## src/rtl/wb_arbiter.sv

```systemverilog
// Register-file write-port arbiter. A single-cycle ALU writeback (A) has
// priority over a long-latency writeback (B), with a starvation counter that
// freezes A so B always makes progress. A scoreboard tracks registers that
// still await a B write and flags decode-stage hazards.
module wb_arbiter #(
  parameter int unsigned STARVE_LIMIT = 4
) (
  input  logic        i_clk,
  input  logic        i_rst_n,
  input  logic        i_a_we,
  input  logic [4:0]  i_a_addr,
  input  logic [31:0] i_a_data,
  input  logic        i_b_valid,
  input  logic [4:0]  i_b_addr,
  input  logic [31:0] i_b_data,
  output logic        o_b_ready,
  input  logic        i_issue,
  input  logic [4:0]  i_issue_addr,
  input  logic [4:0]  i_Rs,
  input  logic [4:0]  i_Rt,
  output logic        o_hazard,
  output logic        o_stall_a,
  output logic        o_regWrite,
  output logic [4:0]  o_wrAddr,
  output logic [31:0] o_wrDataToReg,
  output logic [31:0] o_pending
);

  localparam logic [3:0] LimitCnt = 4'(STARVE_LIMIT);

  logic [3:0]  cnt_q, cnt_d;
  logic        wr_q, wr_d;
  logic [4:0]  addr_q, addr_d;
  logic [31:0] data_q, data_d;
  logic        src_b_q, src_b_d;
  logic [31:0] pending_q, pending_d;
  logic        a_valid;
  logic        b_grant;

  // Grant decision: A wins unless frozen; B stays low while in reset.
  always_comb begin
    o_stall_a = (cnt_q == LimitCnt);
    a_valid   = i_a_we && (i_a_addr != 5'd0) && !o_stall_a;
    b_grant   = i_b_valid && !a_valid && i_rst_n;
    o_b_ready = b_grant;
  end

  // Starvation counter: counts refused B cycles, saturating at the limit.
  always_comb begin
    cnt_d = cnt_q;
    if (!i_b_valid || b_grant) begin
      cnt_d = 4'd0;
    end else if (cnt_q != LimitCnt) begin
      cnt_d = cnt_q + 4'd1;
    end
  end

  // Output stage next state; a B write to r0 is accepted but dropped.
  always_comb begin
    wr_d    = 1'b0;
    addr_d  = addr_q;
    data_d  = data_q;
    src_b_d = src_b_q;
    if (a_valid) begin
      wr_d    = 1'b1;
      addr_d  = i_a_addr;
      data_d  = i_a_data;
      src_b_d = 1'b0;
    end else if (b_grant) begin
      wr_d    = (i_b_addr != 5'd0);
      addr_d  = i_b_addr;
      data_d  = i_b_data;
      src_b_d = 1'b1;
    end
  end

  // Scoreboard next state; set is applied after clear so set wins.
  always_comb begin
    pending_d = pending_q;
    if (wr_q && src_b_q) begin
      pending_d[addr_q] = 1'b0;
    end
    if (i_issue && (i_issue_addr != 5'd0)) begin
      pending_d[i_issue_addr] = 1'b1;
    end
    pending_d[0] = 1'b0;
  end

  // State registers with asynchronous clear.
  always_ff @(posedge i_clk or negedge i_rst_n) begin
    if (!i_rst_n) begin
      cnt_q     <= 4'd0;
      wr_q      <= 1'b0;
      addr_q    <= 5'd0;
      data_q    <= 32'd0;
      src_b_q   <= 1'b0;
      pending_q <= 32'd0;
    end else begin
      cnt_q     <= cnt_d;
      wr_q      <= wr_d;
      addr_q    <= addr_d;
      data_q    <= data_d;
      src_b_q   <= src_b_d;
      pending_q <= pending_d;
    end
  end

  // Registered write port, scoreboard and hazard outputs.
  always_comb begin
    o_regWrite    = wr_q;
    o_wrAddr      = addr_q;
    o_wrDataToReg = data_q;
    o_pending     = pending_q;
    o_hazard      = pending_q[i_Rs] | pending_q[i_Rt];
  end

endmodule

```

## config.mk

```make
export PLATFORM = sky130hd
export DESIGN_NAME = wb_arbiter
export DESIGN_NICKNAME = d
export VERILOG_FILES = /design/src/rtl/wb_arbiter.sv
export SDC_FILE = /design/constraint.sdc
export NUM_CORES = 1
export LEC_CHECK = 0
export ABC_AREA = 1
export CAP_MARGIN = 20
export CORE_ASPECT_RATIO = 0.7
export CORE_MARGIN = 3
export CORE_UTILIZATION = 36
export DETAILED_ROUTE_END_ITERATION = 12
export GPL_TIMING_DRIVEN = 1
export PLACE_DENSITY = 0.72
export SYNTH_ARGS = -nofsm -noshare
export SYNTH_HDL_FRONTEND = slang
export SYNTH_SLANG_ARGS = --single-unit
```

## constraint.sdc

```tcl
create_clock -name i_clk -period 1.35 [get_ports i_clk]
set_input_delay 0.27 -clock i_clk [delete_from_list [all_inputs] [get_ports i_clk]]
set_output_delay 0.27 -clock i_clk [all_outputs]
set_load 0.005 [all_outputs]
```

==> out/results.txt <==
Reg clk slew, reported paths - 60 ps
Worst setup margin - -445 ps
Reg area - 1860 µm²
Complex-gate fraction of the synthesized area - 0.178
Worst-Margin Slew - 931 ps
Max-Cap Viols - 0
Most common cell on crit path - nand2_4
Seq/Total Area, Yosys - 0.462
Slew margin rel. - 0.379
Net count of the finished layout - 879
Internal power - 6240 µW
Antenna cells - 0
First-pass GRT wire length - 24300 µm
Combinational Power Share - 0.397
CP arrival - 1530 ps
Total number of vias - 5016
DR vias/cell - 5.36
Hold Slack - 200 ps
DRT Pass-1 Iters - 5
Slowest CP cell - dfrtp_1
Drt wl/cell - 18.7 µm
Status - finished, violations left
Worst skew pair latency - 330 ps
Initial DRC count - 376
Post-synthesis instance total - 537
Area added between synthesis and finish - 84.7%
Non-filler instance count after layout - 936
P_leak - 0.00335 µW
Ports - 167
Period utilization - 1.33
Sink Count - 74
Chip Height - 94.3 µm
Dpl hpwl - 11500 µm
Pin count of the biggest net entering global routing - 75
CTS tree - yes
Initial antenna violation count - 0
Critical Path Sink Type - output pin
Switching pwr - 3080 µW
Slew Limit Fails - 0
Post-Route Utilization - 0.700
Worst Setup Start Kind - flop
Yosys Warn Count - 0
GRT Overall Usage - 0.246
DRC viols - 0
Die Width - 132 µm
Synth Area in Adders - 0.00624
Die area - 12500 µm²
Syn Area/Cell - 7.47 µm²
Hold buffers post-CTS - 0
Core area - 10600 µm²
Layout cells sized above 1 - 0.322
Routed WL - 17500 µm
Required time worst endpoint - 1080 ps
Total chip power - 9310 µW
Placer Congestion - 0.913
Remaining global-route overflow - 0
Maximum clock rate - 557 MHz
Rows - 31
Xor and xnor fraction of the mapped netlist area - 0.00218
Dpl cells - 890
Post-Syn Area - 4010 µm²
H-tree depth - 3
Vias in the first global route - 4777
Unrepaired setup endpoints after global routing - true
Area of the multi-input gates - 2330 µm²
Final ANT Viol Nets - 0
Final Cell Area - 7410 µm²
Largest family of logic cells by synthesized area - simple AND/OR/NAND/NOR gates
Synth cell types - 25
Sw frac - 0.330
Total CTS buffers - 9
Clock Root Buffer - clkbuf_16
Sequential Power Share - 0.341
Failing checks - setup timing
Final Hold Vio Count - 0
Post-Synth Simple-Gate Area - 0.265
Syn_nets - 633
I/O Buffers - 165
Clock skew - 7.73 ps
Pwr dens - 1260 nW/µm²
Fillcell total - 819
Placed Area - 6190 µm²
Hold crit path type - input port to asynchronous set/reset pin
Setup-failing EPs final - 50
Crit-path max FO - 3
Initial core utilization - 0.379
Max stage delay on crit path - 380 ps
Yosys reg bits - 74
Crit Path Category - flop to output pin
Commonest cells after routing, fill and taps aside - nand2_1, clkdlybuf4s50_1, o21ai_0
Cell Chain, Critical Path - inv_2 -> ha_4 -> nand2_4 -> nor2_4 -> buf_6 -> nor2_4 -> nand2_4 -> nand2_4 -> inv_2 -> buf_6
Peak VDD IR - 798 µV
CTS Buffer Depth - 2
Clk pwr share - 0.262
Time the worst path needs with I/O delays and setup - 1800 ps
Post-synthesis mux area share - 0
Most common cell after layout, fill and taps aside - nand2_1
==> worst paths after layout <==
| kind | startpoint | endpoint | slack (ps) | cells past startpoint |
|---|---|---|---|---|
| max | cnt_q[0] | o_b_ready | -450 | 10 |
| min | i_rst_n | cnt_q[2] | 200 | 2 |
| max reg2reg | cnt_q[0] | o_wrDataToReg[24] | -400 | 12 |
| min reg2reg | o_wrDataToReg[30] | o_wrDataToReg[30] | 550 | 2 |
| max in group asynchronous | i_rst_n | o_pending[14] | 500 | 2 |
| min in group i_clk | i_a_data[13] | o_wrDataToReg[13] | 480 | 3 |
==> logic make-up after synthesis <==
family | count (synthesis)
fa+ha+maj | 2
buf+inv | 73
compound gates | 141
xor+xnor | 1
simple gates | 245
other cells | 1
flops | 74
==> metal layers <==
metal  vias to the layer above  track usage  part of all wire
met1                      2436        0.318              0.43
met2                       262        0.410              0.48
met4                         0       0.0621             0.016
met3                        37       0.0691             0.073
li1                       2281            -                 -
met5                         -            0                 0
==> registers in the layout, summed over array words and instances (netlist names) <==
name and flops:
o_pending 31, cnt_q 4, o_regWrite 1, o_wrAddr 5
src_b_q 1, o_wrDataToReg 32
==> power by group through the flow <==
stage | clock network, µW | registers (µW) | logic (µW)
after floorplan | 0 | 3050 | 976
after global placement | 0 | 3080 | 2950
after detailed placement | 0 | 3100 | 3010
after CTS | 2470 | 3060 | 3190
after global routing | 2550 | 3220 | 4000
final | 2440 | 3180 | 3700
==> through the flow <==
| step | setup TNS [ps] | worst slack (ps) |
|---|---|---|
| final | -16600 | -445 |
| after global routing | -20080 | -519 |
| after CTS | -20260 | -489 |
| after detailed placement | -30480 | -1040 |
| after global placement | -27340 | -1040 |
| after floorplan | -4290 | -159 |
==> area by class of cell <==
type / instances / share of cell area
inverters: 51 / 0.0285
flip-flops and latches: 74 / 0.251
well taps: 148 / 0.0250
multi-input cells: 390 / 0.314
clock inverters: 4 / 0.00675
clock buffers: 12 / 0.0346
repair buffers: 257 / 0.340
==> critical path: cells and delay by family (launching register included) <==
family,cells,cell delay [ps]
flops,1,380
simple gates,5,340
fa+ha+maj,1,150
buf+inv,4,330
==> cells in the mapped netlist, drive strengths merged <==
library cell,instances,area (µm²)
ha,2,25.0
inv,51,191
nor2,44,180
or2,1,6.26
o22ai,3,18.8
nor3,2,10.0
nand2,121,479
a31oi,1,6.26
xnor2,1,8.76
conb,1,3.75
dfrtp,74,1850
a21oi,39,195
o211ai,1,7.51
clkbuf,4,15.0
o21ai,97,485
nand3,76,380
nor4,1,6.26
buf,18,140
==> timing repair <==
item                                    CTS  global route
setup buffers                            23             8
endpoints found under the setup margin  115            78
endpoints found under the hold margin     0             0
pin swaps                                 7            11
gates resized for setup                 211           168
gates cloned                              0             9
No activity file was read; power rests on OpenSTA's default activity.
